## config.mk

```make
export PLATFORM = sky130hd
export DESIGN_NAME = udp_fragment_slot_manager_flat
export DESIGN_NICKNAME = d
export VERILOG_FILES = /design/src/rtl/udp_pkg.sv /design/src/rtl/udp_fragment_slot_manager_if.sv /design/src/rtl/udp_fragment_slot.sv /design/src/rtl/udp_fragment_slot_manager.sv /design/src/flat_wrapper.sv
export SDC_FILE = /design/constraint.sdc
export NUM_CORES = 1
export LEC_CHECK = 0
export BUFFER_PORTS_ARGS = -buffer_cell sky130_fd_sc_hd__buf_4
export CAP_MARGIN = 20
export CORE_AREA = 2 2 98 100
export CTS_CLUSTER_SIZE = 8
export DETAILED_ROUTE_END_ITERATION = 8
export DIE_AREA = 0 0 100 102
export GPL_TIMING_DRIVEN = 1
export PLACE_DENSITY = 0.69
export SLEW_MARGIN = 20
export SYNTH_ARGS = -nofsm -noshare
export SYNTH_HDL_FRONTEND = slang
export SYNTH_SLANG_ARGS = --single-unit
```

## constraint.sdc

```tcl
create_clock -name clock -period 3.4 [get_ports clock]
set_clock_uncertainty 0.05 [all_clocks]
set_input_delay 0.51 -clock clock [delete_from_list [all_inputs] [get_ports clock]]
set_output_delay 0.51 -clock clock [all_outputs]
set_load 0.02 [all_outputs]
```

## src/rtl/udp_pkg.sv

```systemverilog
// Shared definitions for the UDP fragment reassembly slot manager.
//   fragment_slot_state_type : per-slot lifecycle state
//   DEFAULT_SLOT_TIMEOUT     : idle cycles before a filling slot is flushed
//   slot_index_width()       : width of a slot index for a given slot count
package udp_pkg;

  typedef enum logic [1:0] {
    S_EMPTY    = 2'd0,
    S_FILLING  = 2'd1,
    S_COMPLETE = 2'd2,
    S_FLUSH    = 2'd3
  } fragment_slot_state_type;

  localparam logic [15:0] DEFAULT_SLOT_TIMEOUT = 16'h0FFF;

  function automatic int slot_index_width(input int slots);
    return (slots > 1) ? $clog2(slots) : 1;
  endfunction

endpackage

```

## src/rtl/udp_fragment_slot_manager_if.sv

```systemverilog
// Allocation handshake between the UDP receive handler (master) and the
// slot manager (slave).
//   allocate_request   : level, held by the requester until grant/reject
//   allocate_packet_id : IPv4 identification to bind
//   allocate_grant     : one-cycle pulse, slot bound
//   allocate_reject    : one-cycle pulse, no slot free
//   allocate_slot      : bound slot index, valid with grant
interface udp_fragment_slot_manager_if
  import udp_pkg::*;
#(
  parameter int FRAGMENT_SLOTS = 2
);
  localparam int SLOT_W = slot_index_width(FRAGMENT_SLOTS);

  logic              allocate_request;
  logic [15:0]       allocate_packet_id;
  logic              allocate_grant;
  logic              allocate_reject;
  logic [SLOT_W-1:0] allocate_slot;

  modport master (
    output allocate_request, allocate_packet_id,
    input  allocate_grant, allocate_reject, allocate_slot
  );

  modport slave (
    input  allocate_request, allocate_packet_id,
    output allocate_grant, allocate_reject, allocate_slot
  );
endinterface

```

## src/rtl/udp_fragment_slot.sv

```systemverilog
// One reassembly slot: lifecycle FSM, inactivity age counter and bound
// packet-ID register.
//   grant / grant_packet_id : bind this slot (only acted on when empty)
//   push_data_valid/last    : handler write / final-fragment strobes
//   drain_release           : downstream drain-done pulse
//                             ("release" itself is a reserved word)
//   slot_empty, packet_id, complete, flush : registered status
//   flush_start             : combinational, high on the FILLING->FLUSH edge
module udp_fragment_slot
  import udp_pkg::*;
#(
  parameter logic [15:0] SLOT_TIMEOUT = DEFAULT_SLOT_TIMEOUT
) (
  input  logic        clock,
  input  logic        reset_n,
  input  logic        grant,
  input  logic [15:0] grant_packet_id,
  input  logic        push_data_valid,
  input  logic        push_data_last,
  input  logic        drain_release,
  output logic        slot_empty,
  output logic [15:0] packet_id,
  output logic        complete,
  output logic        flush,
  output logic        flush_start
);

  fragment_slot_state_type state, state_n;
  logic [15:0] age, age_n;
  logic [15:0] id_q, id_n;

  always_ff @(posedge clock or negedge reset_n) begin
    if (!reset_n) begin
      state <= S_EMPTY;
      age   <= '0;
      id_q  <= '0;
    end else begin
      state <= state_n;
      age   <= age_n;
      id_q  <= id_n;
    end
  end

  always_comb begin
    state_n     = state;
    age_n       = age;
    id_n        = id_q;
    flush_start = 1'b0;
    case (state)
      S_EMPTY: begin
        if (grant) begin
          state_n = S_FILLING;
          age_n   = '0;
          id_n    = grant_packet_id;
        end
      end
      S_FILLING: begin
        if (push_data_valid)          age_n = '0;
        else if (age < SLOT_TIMEOUT)  age_n = age + 16'd1;
        // a final fragment arriving on the timeout cycle still completes
        if (push_data_last) begin
          state_n = S_COMPLETE;
        end else if (age == SLOT_TIMEOUT) begin
          state_n     = S_FLUSH;
          flush_start = 1'b1;
        end
      end
      S_COMPLETE: begin
        if (drain_release) begin
          state_n = S_EMPTY;
          id_n    = '0;
        end
      end
      S_FLUSH: begin
        state_n = S_EMPTY;
        id_n    = '0;
      end
      default: begin
        state_n = S_EMPTY;
        id_n    = '0;
      end
    endcase
  end

  assign slot_empty = (state == S_EMPTY);
  assign complete   = (state == S_COMPLETE);
  assign flush      = (state == S_FLUSH);
  assign packet_id  = id_q;

endmodule

```

## src/rtl/udp_fragment_slot_manager.sv

```systemverilog
// Pool of IPv4 fragment reassembly slots. Round-robin allocation of empty
// slots to new packet IDs, per-slot status, and a saturating count of
// timeout flushes.
//   clock, reset_n            : clock / async active-low reset
//   alloc                     : allocation handshake (slave side)
//   push_data_valid/last      : per-slot handler strobes
//   drain_release             : per-slot drain-done pulse
//   fragment_slot_empty       : 1 = slot free
//   fragment_slot_packet_id   : bound ID per slot, 0 when empty
//   fragment_complete         : slot holds a full packet
//   fragment_flush            : one-cycle FIFO reset pulse per slot
//   flush_count               : saturating timeout-flush count
module udp_fragment_slot_manager
  import udp_pkg::*;
#(
  parameter int          FRAGMENT_SLOTS = 2,
  parameter logic [15:0] SLOT_TIMEOUT   = DEFAULT_SLOT_TIMEOUT
) (
  input  logic                                clock,
  input  logic                                reset_n,
  udp_fragment_slot_manager_if.slave          alloc,
  input  logic [FRAGMENT_SLOTS-1:0]           push_data_valid,
  input  logic [FRAGMENT_SLOTS-1:0]           push_data_last,
  input  logic [FRAGMENT_SLOTS-1:0]           drain_release,
  output logic [FRAGMENT_SLOTS-1:0]           fragment_slot_empty,
  output logic [FRAGMENT_SLOTS-1:0][15:0]     fragment_slot_packet_id,
  output logic [FRAGMENT_SLOTS-1:0]           fragment_complete,
  output logic [FRAGMENT_SLOTS-1:0]           fragment_flush,
  output logic [15:0]                         flush_count
);

  localparam int SLOT_W = slot_index_width(FRAGMENT_SLOTS);
  localparam logic [SLOT_W:0] SLOTS_EXT = (SLOT_W+1)'(FRAGMENT_SLOTS);

  logic              grant_q, reject_q;
  logic [SLOT_W-1:0] slot_q, rr_pointer;
  logic              req_live, found, do_grant, do_reject;
  logic [SLOT_W-1:0] pick;
  logic [SLOT_W:0]   cand_sum;
  logic [FRAGMENT_SLOTS-1:0] slot_grant, flush_start;
  logic [16:0]       fc_sum;

  // A request is only live when no response is on the bus, so a held
  // request yields exactly one grant/reject.
  assign req_live = alloc.allocate_request && !grant_q && !reject_q;

  // Round-robin search starting at rr_pointer, wrapping at FRAGMENT_SLOTS.
  always_comb begin
    found    = 1'b0;
    pick     = '0;
    cand_sum = '0;
    for (int k = 0; k < FRAGMENT_SLOTS; k++) begin
      cand_sum = {1'b0, rr_pointer} + (SLOT_W+1)'(k);
      if (cand_sum >= SLOTS_EXT) cand_sum = cand_sum - SLOTS_EXT;
      if (!found && fragment_slot_empty[cand_sum[SLOT_W-1:0]]) begin
        found = 1'b1;
        pick  = cand_sum[SLOT_W-1:0];
      end
    end
  end

  assign do_grant  = req_live && found;
  assign do_reject = req_live && !found;

  genvar i;
  generate
    for (i = 0; i < FRAGMENT_SLOTS; i++) begin : g_slot
      assign slot_grant[i] = do_grant && (pick == SLOT_W'(i));
      udp_fragment_slot #(.SLOT_TIMEOUT(SLOT_TIMEOUT)) u_slot (
        .clock           (clock),
        .reset_n         (reset_n),
        .grant           (slot_grant[i]),
        .grant_packet_id (alloc.allocate_packet_id),
        .push_data_valid (push_data_valid[i]),
        .push_data_last  (push_data_last[i]),
        .drain_release   (drain_release[i]),
        .slot_empty      (fragment_slot_empty[i]),
        .packet_id       (fragment_slot_packet_id[i]),
        .complete        (fragment_complete[i]),
        .flush           (fragment_flush[i]),
        .flush_start     (flush_start[i])
      );
    end
  endgenerate

  // Several slots may time out together; add them all, then saturate.
  always_comb begin
    fc_sum = {1'b0, flush_count};
    for (int k = 0; k < FRAGMENT_SLOTS; k++)
      fc_sum = fc_sum + 17'(flush_start[k]);
  end

  always_ff @(posedge clock or negedge reset_n) begin
    if (!reset_n) begin
      grant_q     <= 1'b0;
      reject_q    <= 1'b0;
      slot_q      <= '0;
      rr_pointer  <= '0;
      flush_count <= '0;
    end else begin
      grant_q     <= do_grant;
      reject_q    <= do_reject;
      flush_count <= fc_sum[16] ? 16'hFFFF : fc_sum[15:0];
      if (do_grant) begin
        slot_q     <= pick;
        rr_pointer <= (pick == SLOT_W'(FRAGMENT_SLOTS - 1)) ? '0 : pick + 1'b1;
      end
    end
  end

  assign alloc.allocate_grant  = grant_q;
  assign alloc.allocate_reject = reject_q;
  assign alloc.allocate_slot   = slot_q;

endmodule

```

## src/flat_wrapper.sv

```systemverilog
// flat-port wrapper written by rule: the top's interface ports become plain ports
module udp_fragment_slot_manager_flat import udp_pkg::*;
#(
  parameter int          FRAGMENT_SLOTS = 2,
  parameter logic [15:0] SLOT_TIMEOUT   = DEFAULT_SLOT_TIMEOUT
)
  (clock, reset_n, push_data_valid, push_data_last, drain_release, fragment_slot_empty, fragment_slot_packet_id, fragment_complete, fragment_flush, flush_count, alloc_allocate_request, alloc_allocate_packet_id, alloc_allocate_grant, alloc_allocate_reject, alloc_allocate_slot);
  udp_fragment_slot_manager_if #(.FRAGMENT_SLOTS(FRAGMENT_SLOTS)) alloc_i ();
  input  logic clock;
  input  logic reset_n;
  input  logic [FRAGMENT_SLOTS-1:0] push_data_valid;
  input  logic [FRAGMENT_SLOTS-1:0] push_data_last;
  input  logic [FRAGMENT_SLOTS-1:0] drain_release;
  output logic [FRAGMENT_SLOTS-1:0] fragment_slot_empty;
  output logic [FRAGMENT_SLOTS-1:0][15:0] fragment_slot_packet_id;
  output logic [FRAGMENT_SLOTS-1:0] fragment_complete;
  output logic [FRAGMENT_SLOTS-1:0] fragment_flush;
  output logic [15:0] flush_count;
  input wire logic [$bits(alloc_i.allocate_request)-1:0] alloc_allocate_request;
  input wire logic [$bits(alloc_i.allocate_packet_id)-1:0] alloc_allocate_packet_id;
  output wire logic [$bits(alloc_i.allocate_grant)-1:0] alloc_allocate_grant;
  output wire logic [$bits(alloc_i.allocate_reject)-1:0] alloc_allocate_reject;
  output wire logic [$bits(alloc_i.allocate_slot)-1:0] alloc_allocate_slot;
  assign alloc_i.allocate_request = alloc_allocate_request;
  assign alloc_i.allocate_packet_id = alloc_allocate_packet_id;
  assign alloc_allocate_grant = alloc_i.allocate_grant;
  assign alloc_allocate_reject = alloc_i.allocate_reject;
  assign alloc_allocate_slot = alloc_i.allocate_slot;
  udp_fragment_slot_manager #(.FRAGMENT_SLOTS(FRAGMENT_SLOTS), .SLOT_TIMEOUT(SLOT_TIMEOUT)) u_core (.clock(clock), .reset_n(reset_n), .alloc(alloc_i), .push_data_valid(push_data_valid), .push_data_last(push_data_last), .drain_release(drain_release), .fragment_slot_empty(fragment_slot_empty), .fragment_slot_packet_id(fragment_slot_packet_id), .fragment_complete(fragment_complete), .fragment_flush(fragment_flush), .flush_count(flush_count));
endmodule
```

; ---- Yosys cells after proc, flatten, opt, wreduce, memory -nomap -nowiden
; Index checks and enable logic that the tools add are counted.
[op_classes]
n_mux = 42
order_cmp = 6
bitwise = 1
addsub = 8
n_reduce_logical = 23
eq_ne = 16
[op_table]
columns = operator, n
row1 = 16-bit two-way mux, 11
row2 = 16-bit one-hot mux with 3 select lines, 2
row3 = 16-bit one-hot mux with 2 select lines, 2
row4 = 16-bit by 1-bit adder with 16-bit output (second input constant), 2
row5 = 16-bit by 12-bit == test with 1-bit output (second input constant), 2
row6 = 16-bit by 12-bit less-than comparator with 1-bit output (second input constant), 2
row7 = 3-bit AND reduction, 6
row8 = 16-bit by 1-bit adder with 17-bit output, 1
row9 = 17-bit by 1-bit adder with 17-bit output, 1
row10 = 1-bit two-way mux, 17
row11 = 2-bit two-way mux, 8
row12 = 2-bit one-hot mux with 4 select lines, 2
row13 = 3-bit != test (second input constant), 4
row14 = 2-bit == test (second input constant), 4
row15 = 2-bit != test (second input constant), 4
row16 = 1-bit logical AND, 7
row17 = 3-bit nonzero test, 2
row18 = 2-bit by 1-bit == test with 1-bit output (second input constant), 2
row19 = 1-bit logical NOT, 4
row20 = 2-bit logical NOT, 2
row21 = 1-bit by 2-bit less-than comparator with 1-bit output (second input constant), 2
row22 = 2-bit nonzero test, 2
row23 = 1-bit by 1-bit adder with 2-bit output (second input constant), 1
row24 = 1-bit by 2-bit greater-or-equal comparator with 1-bit output (second input constant), 1
row25 = other kinds (4), 5
[totals]
elab_cells = 107
ff_bits = 88

; ---- Longest topological paths before layout
; Gate-level depths: netlist of the first run.
[depth]
word_depth = 12
depth_mapped = 12

; ---- Hierarchy
; A second synthesis of the first run with hierarchy kept.
[unflattened]
hier_cells = 393
hier_area_um2 = 4272.8
[by_module_without_submodules]
columns = module, seq_area_each_um2, cells_per_inst, area_per_inst_um2, instances
row1 = udp_fragment_slot (u_core.g_slot[0].u_slot), 850.8, 149, 1621.6, 1
row2 = udp_fragment_slot (u_core.g_slot[1].u_slot), 850.8, 138, 1585.3, 1
row3 = udp_fragment_slot_manager, 500.5, 106, 1066.0, 1

; ---- Worst setup path before layout of the first run
; OpenSTA, ideal clock, no wires.
[synth_timing]
kind = flip-flop to flip-flop
from = register u_core.g_slot[1].u_slot.age[15]
to = register u_core.flush_count[11]
arrival_time_ns = 2.981
path_stages_with_launch = 13
slack_ns = 0.302
setup_time_ns = 0.068
n_path_buf = 2
required_ns = 3.282
path_cell_list = dfrtp_1 > or4_1 > buf_2 > nor4_1 > nand2_1 > fa_1 > inv_1 > ha_1 > inv_1 > nor3_1 > nand3_1 > clkbuf_1 > nand2_1
[synth_between]
elab_chain_cells = 6
[synth_rtl]
columns = item, line_no
row1 = from (decl), udp_fragment_slot.sv:29  ; logic [15:0] age, age_n;
row2 = from (signal assigned), udp_fragment_slot.sv:39  ; age <= age_n;
row3 = 16-bit by 12-bit == test with 1-bit output, udp_fragment_slot.sv:63  ; end else if (age == SLOT_TIMEOUT) begin
row4 = 1-bit two-way mux, udp_fragment_slot.sv:63
row5 = 1-bit two-way mux, udp_fragment_slot.sv:61  ; if (push_data_last) begin
row6 = 1-bit two-way mux, udp_fragment_slot.sv:49  ; case (state)
row7 = 17-bit by 1-bit adder with 17-bit output, udp_fragment_slot_manager.sv:90  ; fc_sum = fc_sum + 17'(flush_start[k]);
row8 = 16-bit two-way mux, udp_fragment_slot_manager.sv:103  ; flush_count <= fc_sum[16] ? 16'hFFFF : fc_sum[15:0];
row9 = to (signal assigned), udp_fragment_slot_manager.sv:103
row10 = to (decl), udp_fragment_slot_manager.sv:29  ; output logic [15:0] flush_count
; Every way passes these cells.
; A chain may end at the register's enable or synchronous reset.

; ---- Worst setup path after layout of the first run
[layout_timing]
from = register u_core.g_slot[1].u_slot.age[15]
to = register u_core.flush_count[15]
; The elaborated chain is that of the path after synthesis.

==> impl_metrics.json, run 1 <==
{
  "wl_met2_um": 4300,
  "finalNonFillerCells": 580,
  "p_leak_nw": 2.50,
  "irDropWorstVdd_uv": 267,
  "drive_above_1_share": 0.258,
  "gp_congestion": 0.868,
  "r2r_cells": 9,
  "synthXorXnorAreaFrac": 0.0216,
  "final_antenna_net_count": 0,
  "mostFrequentLayoutCell": "buf_4",
  "grt_use_total": 0.195,
  "die_h_um": 102,
  "synth_simple_gate_area_frac": 0.187,
  "synth_edf_count": 0,
  "hold_viol_final": 0,
  "routed.top_layer": "met4",
  "internal-power_mw": 2.18,
  "p_sw_frac": 0.387,
  "worstPathRequired_ps": 3610,
  "cts_tree": "built",
  "grt_max_degree": 89,
  "core_region_area_um2": 9110,
  "dpl.hpwl_um": 6560,
  "p_sw_mw": 1.38,
  "dp_cells": 564,
  "synth_area_um2": 4050,
  "cap_viol_max_count": 0,
  "synthMuxAreaShare": 0.00804,
  "io_pins": 82,
  "synth-seq-cells": 88,
  "p_clk_frac": 0.224,
  "cts.sinks": 88,
  "start_util": 0.444,
  "end_kind": "flip-flop",
  "synth_ff_type": "dfrtp_1",
  "clk_latency_ps": 370,
  "die_area_um2": 10200,
  "synth_compound_area_frac": 0.185,
  "rsz0062_at_grt": "false",
  "clk_pin_slew_worst_paths_ps": 100,
  "slew_headroom": 0.464,
  "rows": 35,
  "worst_pin_slew_ps": 803,
  "crit_type": "flip-flop to flip-flop",
  "p_total_mw": 3.55,
  "async_flop_share": 1.00,
  "synth_fa_ha_area_frac": 0.0142,
  "drv_slew": 0,
  "seqPwrFrac": 0.399,
  "start_kind": "flip-flop",
  "crit_arrival_ps": 3270,
  "grt_overflow": 0,
  "numCtsBuffers": 9,
  "synth_fp_nets": 413,
  "critPathMaxStageDelay_ps": 540,
  "area_growth_pct": 23.5,
  "antenna_cells": 0,
  "fin_crit_sh": 0.899,
  "crit_chain": "or4_1 > nor4_1 > nand2_1 > fa_1 > nor2b_1 > nor3b_1 > and2_1 > nand3_1 > mux2_2",
  "status": "finished clean",
  "ys_types": 47,
  "avgViaCountPerCell": 5.65,
  "combPwrFrac": 0.377,
  "die_w_um": 100,
  "firstDrtPassIters": 4,
  "power_density_nw_per_um2": 711,
  "grt_pass1_wl_um": 15600,
  "ys_warn_count": 0,
  "htree_levels": 3,
  "crit_fanout": 2,
  "drt_iter0_drc": 167,
  "max_freq_mhz": 327,
  "placement.io_buffers": 81,
  "nNetsFinal": 493,
  "ys_seq_area_frac": 0.544,
  "cts_buffer_depth": 2,
  "synth_top_family_by_area": "simple AND/OR/NAND/NOR gates",
  "met3_length_um": 474,
  "fin_crit_ps": 3060,
  "antenna_found_initial": 0,
  "m1WireLength_um": 4440,
  "layout_common_cells": "90 x buf_4, 88 x dfrtp_1, 35 x a22o_1",
  "setup_viol": 0,
  "clock-root-buffer": "clkbuf_8",
  "critPathSlowestCell": "or4_1",
  "drt_wl_total_um": 9360,
  "holdCritPathClass": "input port to async pin",
  "vias": 3275,
  "avgSynthCellArea_um2": 10.5,
  "syn_inst": 384,
  "routedWlPerCell_um": 16.1,
  "grt_pass1_vias": 3168,
  "fillers": 839,
  "drc": 0
}
==> synthesized netlist by cell type, drive strengths merged (2+ instances only) <==
library cell | instances | area (µm²)
a21o | 4 | 30.0
a21oi | 11 | 55.1
a22o | 35 | 307
a31oi | 5 | 31.3
and2 | 12 | 75.1
and3 | 6 | 37.5
and4 | 2 | 17.5
buf | 12 | 81.3
clkbuf | 10 | 37.5
dfrtp | 88 | 2200
ha | 3 | 37.5
inv | 12 | 45.0
mux2 | 2 | 22.5
nand2 | 28 | 105
nand2b | 5 | 31.3
nand3 | 23 | 115
nand4 | 9 | 56.3
nor2 | 30 | 113
nor2b | 3 | 18.8
nor3 | 11 | 65.1
nor3b | 2 | 15.0
nor4 | 4 | 25.0
o211ai | 6 | 45.0
o21ai | 18 | 90.1
o31ai | 11 | 82.6
or2 | 3 | 18.8
or3 | 2 | 12.5
or4 | 5 | 41.3
xnor2 | 3 | 26.3
xor2 | 7 | 61.3
==> registers in the layout, summed over array words and instances, names as in the netlist <==
name and flops:
u_core.alloc.allocate_grant 1, u_core.alloc.allocate_reject 1, u_core.alloc.allocate_slot 1, u_core.flush_count 16
u_core.g_slot.u_slot.age 32, u_core.g_slot.u_slot.packet_id 32, u_core.g_slot.u_slot.state 4, u_core.rr_pointer 1
==> path summary, 6_finish.rpt <==
check                                                 from  slack (ps)                               endpoint
setup / recovery           u_core.g_slot[1].u_slot.age[15]         340                 u_core.flush_count[15]
hold / removal                                     reset_n         120  u_core.g_slot[1].u_slot.packet_id[15]
setup reg to reg           u_core.g_slot[1].u_slot.age[15]         340                 u_core.flush_count[15]
hold reg to reg            u_core.g_slot[1].u_slot.age[12]         430        u_core.g_slot[1].u_slot.age[12]
max in group asynchronous                          reset_n        2600       u_core.g_slot[0].u_slot.state[0]
min in group clock            alloc_allocate_packet_id[12]         310  u_core.g_slot[0].u_slot.packet_id[12]
==> critical path, delay by kind of cell (launching register included) <==
kind,cells,cell delay (ps)
fa+ha+maj,1,440
flops,1,380
mux,1,290
simple gates,7,1810
==> per-layer routing <==
metal,global-route usage,vias to the layer above
met5,0,-
li1,-,1553
met1,0.266,1608
met3,0.0383,16
met4,0.0738,0
met2,0.312,98
==> area by class of cell <==
| type | instances | area (µm²) | share of cell area |
|---|---|---|---|
| sequential | 88 | 2200 | 0.441 |
| multi-input combinational | 262 | 1700 | 0.341 |
| clock buffer | 9 | 124 | 0.0248 |
| timing repair buffer | 91 | 687 | 0.137 |
| inverter | 12 | 45.0 | 0.00901 |
| tap | 111 | 139 | 0.0278 |
| clock inverter | 7 | 97.6 | 0.0195 |
==> logic make-up (layout without fill, tap and decap cells) <==
family          count (synthesis)  in the layout
compound gates                 99             99
buf+inv                        34            119
mux                             3              3
flops                          88             88
fa+ha+maj                       4              4
simple gates                  146            146
xor+xnor                       10             10
==> through the flow <==
step	hold WS (ps)	setup TNS (ps)	setup WS (ps)	cell area [µm²]	util
finish	122	0	343	5000	0.549
floorplan	164	0	302	4050	-
detailed placement	416	-594	-90.2	4750	0.521
global placement	411	0	140	4750	0.521
global route	180	0	90.9	5000	0.549
CTS	297	0	25.0	4980	0.546
==> power by group through the flow <==
stage          Sequential [mW]  Clock (mW)  Combinational, mW
2_1_floorplan             1.56           0              0.716
3_3_place_gp              1.43           0               1.33
3_5_place_dp              1.43           0               1.35
4_1_cts                   1.41       0.815               1.35
5_1_grt                   1.44       0.861               1.45
6_report                  1.42       0.796               1.34
==> repair_timing <==
item                       CTS  global route
gates resized for setup      1             3
buffers inserted             0             0
setup endpoints to repair   13            15
pin swaps                    0             0
hold buffers                 0             0
(Power assumes the default switching activity.)
==> run 2, diff against run 1 <==
--- a/config.mk
+++ b/config.mk
@@ -5,14 +5,14 @@
 export SDC_FILE = /design/constraint.sdc
 export NUM_CORES = 1
 export LEC_CHECK = 0
-export BUFFER_PORTS_ARGS = -buffer_cell sky130_fd_sc_hd__buf_4
 export CAP_MARGIN = 20
 export CORE_AREA = 2 2 98 100
 export CTS_CLUSTER_SIZE = 8
 export DETAILED_ROUTE_END_ITERATION = 8
 export DIE_AREA = 0 0 100 102
+export DONT_BUFFER_PORTS = 1
 export GPL_TIMING_DRIVEN = 1
-export PLACE_DENSITY = 0.69
+export PLACE_DENSITY = 0.61
 export SLEW_MARGIN = 20
 export SYNTH_ARGS = -nofsm -noshare
 export SYNTH_HDL_FRONTEND = slang
==> constraint.sdc (replaced) <==
create_clock -name clock -period 3.4 [get_ports clock]
set_clock_uncertainty 0.05 [all_clocks]
set_input_delay 0.51 -clock clock [delete_from_list [all_inputs] [get_ports clock]]
set_output_delay 0.51 -clock clock [all_outputs]
set_load 0.05 [all_outputs]
==> run 2 against run 1 <==
Compared with the run above: total power up 4.2%; die area unchanged; clock power up 2%; the flow now finishes with violations (hold timing); global-route usage down 1.7 points; setup slack worse by 61 ps; register-to-register slack worse by 60 ps; worst hold slack worse by 120 ps; design area down 11%; highest routed layer unchanged; largest cell class unchanged.
==> impl_metrics.json, run 2 (synthesis results as in run 1) <==
{
  "antenna_cells": 0,
  "critPathSlowestCell": "or4_1",
  "finalNonFillerCells": 504,
  "grt_util_met2": 0.271,
  "grt_overflow": 0,
  "rows": 35,
  "fin_crit_sh": 0.917,
  "grt_use_total": 0.179,
  "power_density_nw_per_um2": 835,
  "die_h_um": 102,
  "critPathBufInv": 0,
  "start_kind": "flip-flop",
  "slew_headroom": 0.280,
  "seq_area_um2": 2200,
  "dpl.hpwl_um": 5920,
  "routedWlPerCell_um": 17.2,
  "clk_latency_ps": 360,
  "p_total_mw": 3.70,
  "worstPathRequired_ps": 3600,
  "drive_above_1_share": 0.115,
  "drc": 0,
  "p_sw_frac": 0.456,
  "hold_viol_final": 5,
  "io_pins": 82,
  "htree_levels": 3,
  "grt_max_degree": 89,
  "worst_pin_slew_ps": 1080,
  "grt_pass1_vias": 2858,
  "layout_common_cells": "88 x dfrtp_1, 35 x a22o_1, 30 x nor2_1",
  "vias": 3009,
  "holdCritPathClass": "input port to async pin",
  "start_util": 0.444,
  "dp_cells": 487,
  "critPathMaxStageDelay_ps": 550,
  "cap_viol_max_count": 0,
  "grt_pass1_wl_um": 14400,
  "gp_congestion": 0.823,
  "crit_type": "flip-flop to flip-flop",
  "p_clk_frac": 0.219,
  "final_antenna_net_count": 0,
  "combPwrFrac": 0.253,
  "fin_crit_ps": 3120,
  "setup_viol": 0,
  "firstDrtPassIters": 5,
  "cts_setup_buffers": 0,
  "internal-power_mw": 2.01,
  "drt_iter0_drc": 229,
  "placement.io_buffers": 0,
  "r2r-end": "u_core.flush_count[15]",
  "r2r_cells": 9,
  "rsz0062_at_grt": "false",
  "area_growth_pct": 9.52,
  "r2r_slack_ps": 280,
  "end_kind": "flip-flop",
  "antenna_found_initial": 0,
  "path_delay_family": "simple AND/OR/NAND/NOR gates",
  "worstReg2RegStart": "u_core.g_slot[1].u_slot.age[15]",
  "nNetsFinal": 417,
  "crit_fanout": 2,
  "fillers": 832,
  "use_met1": 0.243,
  "multi_input_area_um2": 1690,
  "cts_tree": "built",
  "tns_ps": 0,
  "die_w_um": 100,
  "numCtsBuffers": 9,
  "status": "finished with violations",
  "gr-usage-met3": 0.0643,
  "grt_busiest_layer": "met2",
  "seqPwrFrac": 0.529,
  "core_region_area_um2": 9110,
  "p_sw_mw": 1.69,
  "mostFrequentLayoutCell": "dfrtp_1",
  "max_freq_mhz": 321,
  "avgViaCountPerCell": 5.97,
  "hold_ws_ps": -1.58,
  "cts.sinks": 88,
  "clock-root-buffer": "clkbuf_8",
  "die_area_um2": 10200,
  "irDropWorstVdd_uv": 288,
  "crit_chain": "or4_1 > nor4_1 > nand2_1 > fa_1 > nor2b_1 > nor3b_1 > and2_1 > nand3_1 > mux2_2",
  "fin_util": 0.487,
  "cts_buffer_depth": 2,
  "p_leak_nw": 2.10,
  "violations": "hold timing",
  "drv_slew": 0,
  "drt_wl_total_um": 8660,
  "clk_pin_slew_worst_paths_ps": 100,
  "crit_arrival_ps": 3310
}
run 2: power by group through the flow:
stage	registers [mW]	clock network [mW]	logic (mW)
2_1_floorplan	1.91	0	0.776
3_3_place_gp	1.98	0	0.903
3_5_place_dp	1.98	0	0.913
4_1_cts	1.96	0.834	0.942
5_1_grt	1.99	0.889	1.03
6_report	1.96	0.809	0.935
run 2: worst reg2reg max path: stages, from the launching register on:
cell and delay [ps]:
dfrtp_1 370, or4_1 550, nor4_1 400, nand2_1 150, fa_1 430, nor2b_1 180
nor3b_1 290, and2_1 200, nand3_1 90, mux2_2 300
run 2: cell type report:
type,count,share of cell area
Clock buffer,9,0.0280
Inverter,12,0.0102
Tap cell,111,0.0313
Clock inverter,7,0.0223
Multi-Input combinational cell,262,0.381
Sequential cell,88,0.497
Timing Repair Buffer,15,0.0299
run 2: worst max-delay path by stage:
stage	cells after the start	slack, ps	end	from
after detailed placement	10	-60	u_core.flush_count[10]	u_core.g_slot[1].u_slot.age[15]
after floorplan	10	290	u_core.flush_count[15]	u_core.g_slot[1].u_slot.age[15]
after global routing	10	20	u_core.flush_count[10]	u_core.g_slot[1].u_slot.age[15]
after global placement	10	190	u_core.flush_count[10]	u_core.g_slot[1].u_slot.age[15]
after CTS	10	80	u_core.flush_count[10]	u_core.g_slot[1].u_slot.age[15]
final	9	280	u_core.flush_count[15]	u_core.g_slot[1].u_slot.age[15]
run 2: routing by layer:
layer,routed length [µm],share of wire,vias up
li1,-,-,1407
met1,4050,0.47,1514
met2,3880,0.45,77
met3,610,0.070,11
met4,118,0.014,0
met5,0,0,-
run 2: metrics by stage:
step           cell area, µm²  setup WS, ps
2_1_floorplan            4050           289
3_3_place_gp             4170           186
3_5_place_dp             4170         -62.6
4_1_cts                  4430          78.6
5_1_grt                  4430          24.6
6_report                 4430           283
run 2: repair_timing:
action	CTS	global route
cloned	0	0
resized for setup	1	1
hold buffers	1	0
endpoints found under the setup margin	6	15
endpoints found under the hold margin	88	0
pin swaps	0	0
==> run 3, diff against run 2 <==
--- a/config.mk
+++ b/config.mk
@@ -5,11 +5,12 @@
 export SDC_FILE = /design/constraint.sdc
 export NUM_CORES = 1
 export LEC_CHECK = 0
+export ABC_AREA = 1
 export CAP_MARGIN = 20
-export CORE_AREA = 2 2 98 100
+export CORE_AREA = 2 2 103 105
 export CTS_CLUSTER_SIZE = 8
 export DETAILED_ROUTE_END_ITERATION = 8
-export DIE_AREA = 0 0 100 102
+export DIE_AREA = 0 0 105 107
 export DONT_BUFFER_PORTS = 1
 export GPL_TIMING_DRIVEN = 1
 export PLACE_DENSITY = 0.61
==> run 3 against run 2 <==
Compared with the run above: the run still ends with hold timing left; combinational power increased by 29%; maximum frequency increased by 1.2%; worst hold slack got worse by 12 ps; global-route usage increased by 1.0 points; sequential power increased by 4%; sequential share of layout area decreased by 3.6 points; critical path depth increased by 5; first-iteration DRC count decreased by 20%; total power increased by 6.2%; wire length increased by 16%; non-clock buffer count decreased by 6; critical endpoint is now u_core.flush_count[8].
==> impl_metrics.json, run 3 <==
{
  "status": "finished with violations",
  "violations": "hold timing",
  "yosysTopAreaCellShare": 0.493,
  "slew_headroom": 0.332,
  "p_clk_frac": 0.176,
  "start_util": 0.442,
  "start_kind": "flip-flop",
  "max_freq_mhz": 325,
  "drv_slew": 0,
  "ys_seq_area_frac": 0.493,
  "mostFrequentLayoutCell": "nand2_1",
  "internal-power_mw": 1.82,
  "r2r_slack_ps": 320,
  "yosysTopAreaCell": "dfrtp_1",
  "die_h_um": 107,
  "nNetsFinal": 618,
  "antenna_found_initial": 0,
  "holdCritPathClass": "input port to async pin",
  "irDropWorstVdd_uv": 470,
  "die_area_um2": 11200,
  "end_kind": "flip-flop",
  "cts_buffer_depth": 2,
  "tns_ps": 0,
  "drt_wl_total_um": 10000,
  "drive_above_1_share": 0.0825,
  "p_leak_nw": 2.46,
  "crit_arrival_ps": 3320,
  "worstReg2RegStart": "u_core.g_slot[1].u_slot.age[0]",
  "crit_type": "flip-flop to flip-flop",
  "power_density_nw_per_um2": 823,
  "firstDrtPassIters": 5,
  "grt_max_degree": 89,
  "synth-seq-cells": 88,
  "p_sw_mw": 2.11,
  "fin_crit_sh": 0.906,
  "io_pins": 82,
  "worst_pin_slew_ps": 999,
  "synth_fp_nets": 617,
  "cts_tree": "built",
  "drt_iter0_drc": 183,
  "synth_common_cells": "244 x nand2_1, 88 x dfrtp_1, 61 x nor2_1",
  "rows": 37,
  "grt_overflow": 0,
  "synth_area_um2": 4460,
  "hold_viol_final": 7,
  "fin_crit_ps": 3080,
  "multi_input_area_um2": 1930,
  "layout_common_cells": "244 x nand2_1, 88 x dfrtp_1, 61 x nor2_1",
  "hold_ws_ps": -13.5,
  "synth_edf_count": 0,
  "cts.sinks": 88,
  "final_antenna_net_count": 0,
  "crit_fanout": 5,
  "avgSynthCellArea_um2": 7.59,
  "p_total_mw": 3.93,
  "synth_ff_type": "dfrtp_1",
  "yosysMostFrequentCell": "nand2_1",
  "ys_types": 30,
  "worstPathRequired_ps": 3640,
  "r2r_cells": 14,
  "drc": 0,
  "combPwrFrac": 0.307,
  "vias": 3560,
  "ys_warn_count": 0,
  "async_flop_share": 1.00,
  "r2r-end": "u_core.flush_count[8]",
  "clk_latency_ps": 360,
  "gp_congestion": 0.851,
  "setup_viol": 0,
  "fillers": 1031,
  "p_sw_frac": 0.538,
  "core_region_area_um2": 10100,
  "placement.io_buffers": 0,
  "grt_pass1_wl_um": 16900,
  "die_w_um": 105,
  "area_growth_pct": 7.09,
  "seqPwrFrac": 0.517,
  "seq_area_um2": 2200,
  "clk_pin_slew_worst_paths_ps": 100,
  "syn_inst": 588,
  "routedWlPerCell_um": 13.7,
  "avgViaCountPerCell": 4.88,
  "numCtsBuffers": 9,
  "htree_levels": 3,
  "grt_pass1_vias": 3521,
  "dpl.hpwl_um": 6940,
  "clock-root-buffer": "clkbuf_8",
  "grt_use_total": 0.189,
  "synth_area_leaders": "dfrtp_1 49%, nand2_1 21%, nor2_1 5.1%",
  "rsz0062_at_grt": "false",
  "antenna_cells": 0,
  "cap_viol_max_count": 0
}
## run 3: cell count changes in the layout (fill, tap and decap cells not counted), sizes merged, moves of 8 or more
cell | previous run | this run
nand3 | 23 | 39
and2 | 12 | 0
nor2 | 30 | 69
a22o | 35 | 0
o31ai | 11 | 0
inv | 15 | 60
o21ai | 18 | 10
nand2 | 28 | 249
## run 3: area by class of cell
| cell class | instances | area share |
|---|---|---|
| clock buffers | 9 | 0.0259 |
| flip-flops and latches | 88 | 0.461 |
| multi-input cells | 425 | 0.403 |
| inverters | 56 | 0.0440 |
| well taps | 136 | 0.0356 |
| repair buffers | 9 | 0.0183 |
| clock inverters | 7 | 0.0123 |
## run 3: per-layer routing
metal / track usage / share of wire / routed length [µm]
met5: 0 / 0 / 0
met4: 0.0771 / 0.012 / 125
met2: 0.304 / 0.48 / 4790
met3: 0.0523 / 0.061 / 611
met1: 0.242 / 0.45 / 4490
## run 3: worst max path at each step
stage / startpoint / endpoint / slack [ps] / cells past startpoint
after floorplan: u_core.g_slot[0].u_slot.age[0] / u_core.flush_count[4] / 580 / 14
after global placement: u_core.g_slot[0].u_slot.age[0] / u_core.flush_count[8] / 430 / 14
after detailed placement: u_core.g_slot[0].u_slot.age[0] / u_core.flush_count[10] / 290 / 14
after CTS: u_core.g_slot[0].u_slot.age[0] / u_core.flush_count[10] / 270 / 14
after global routing: u_core.g_slot[1].u_slot.age[0] / u_core.flush_count[7] / 9 / 14
final: u_core.g_slot[1].u_slot.age[0] / u_core.flush_count[8] / 320 / 14
## run 3: cells by family (layout without fill, tap and decap cells)
| group | Yosys count | count (layout) | share of synthesized area |
|---|---|---|---|
| simple gates | 391 | 391 | 0.368 |
| flops | 88 | 88 | 0.493 |
| buf+inv | 75 | 81 | 0.0760 |
| compound gates | 18 | 18 | 0.0258 |
| xor+xnor | 12 | 12 | 0.0235 |
| fa+ha+maj | 4 | 4 | 0.0129 |
## run 3: power groups by stage
| stage | clock network [mW] | registers, mW | logic [mW] |
|---|---|---|---|
| 2_1_floorplan | 0 | 2.00 | 1.05 |
| 3_3_place_gp | 0 | 2.05 | 1.18 |
| 3_5_place_dp | 0 | 2.05 | 1.22 |
| 4_1_cts | 0.718 | 2.03 | 1.24 |
| 5_1_grt | 0.761 | 2.06 | 1.39 |
| 6_report | 0.692 | 2.03 | 1.21 |
## run 3: metrics by stage
| stage | cells | utilization | hold slack [ps] | setup slack, ps | area, µm² |
|---|---|---|---|---|---|
| floorplan | 588 | - | 164 | 581 | 4460 |
| global placement | 711 | 0.451 | 168 | 434 | 4550 |
| detailed placement | 711 | 0.451 | 169 | 289 | 4550 |
| CTS | 728 | 0.472 | 7.58 | 266 | 4760 |
| global route | 730 | 0.474 | 6.29 | 9.17 | 4780 |
| finish | 730 | 0.474 | -13.5 | 321 | 4780 |
## run 3: what timing repair did
item                                    4_1_cts  5_1_grt
hold buffers                                  1        0
gates resized for setup                       0        2
endpoints found under the setup margin        0        2
endpoints found under the hold margin        88        0
setup buffers                                 0        2
## run 3: critical path, stage by stage (launching register included)
cell and delay, ps:
dfrtp_1 400, ha_1 210, nand3_1 160, nor2_2 160, nand3b_1 100, nor2_1 100
nand3_1 130, fa_1 440, inv_1 70, ha_1 200, nand3_1 160, nor3_4 340
nand3_1 130, or2_2 310, nand3_1 60
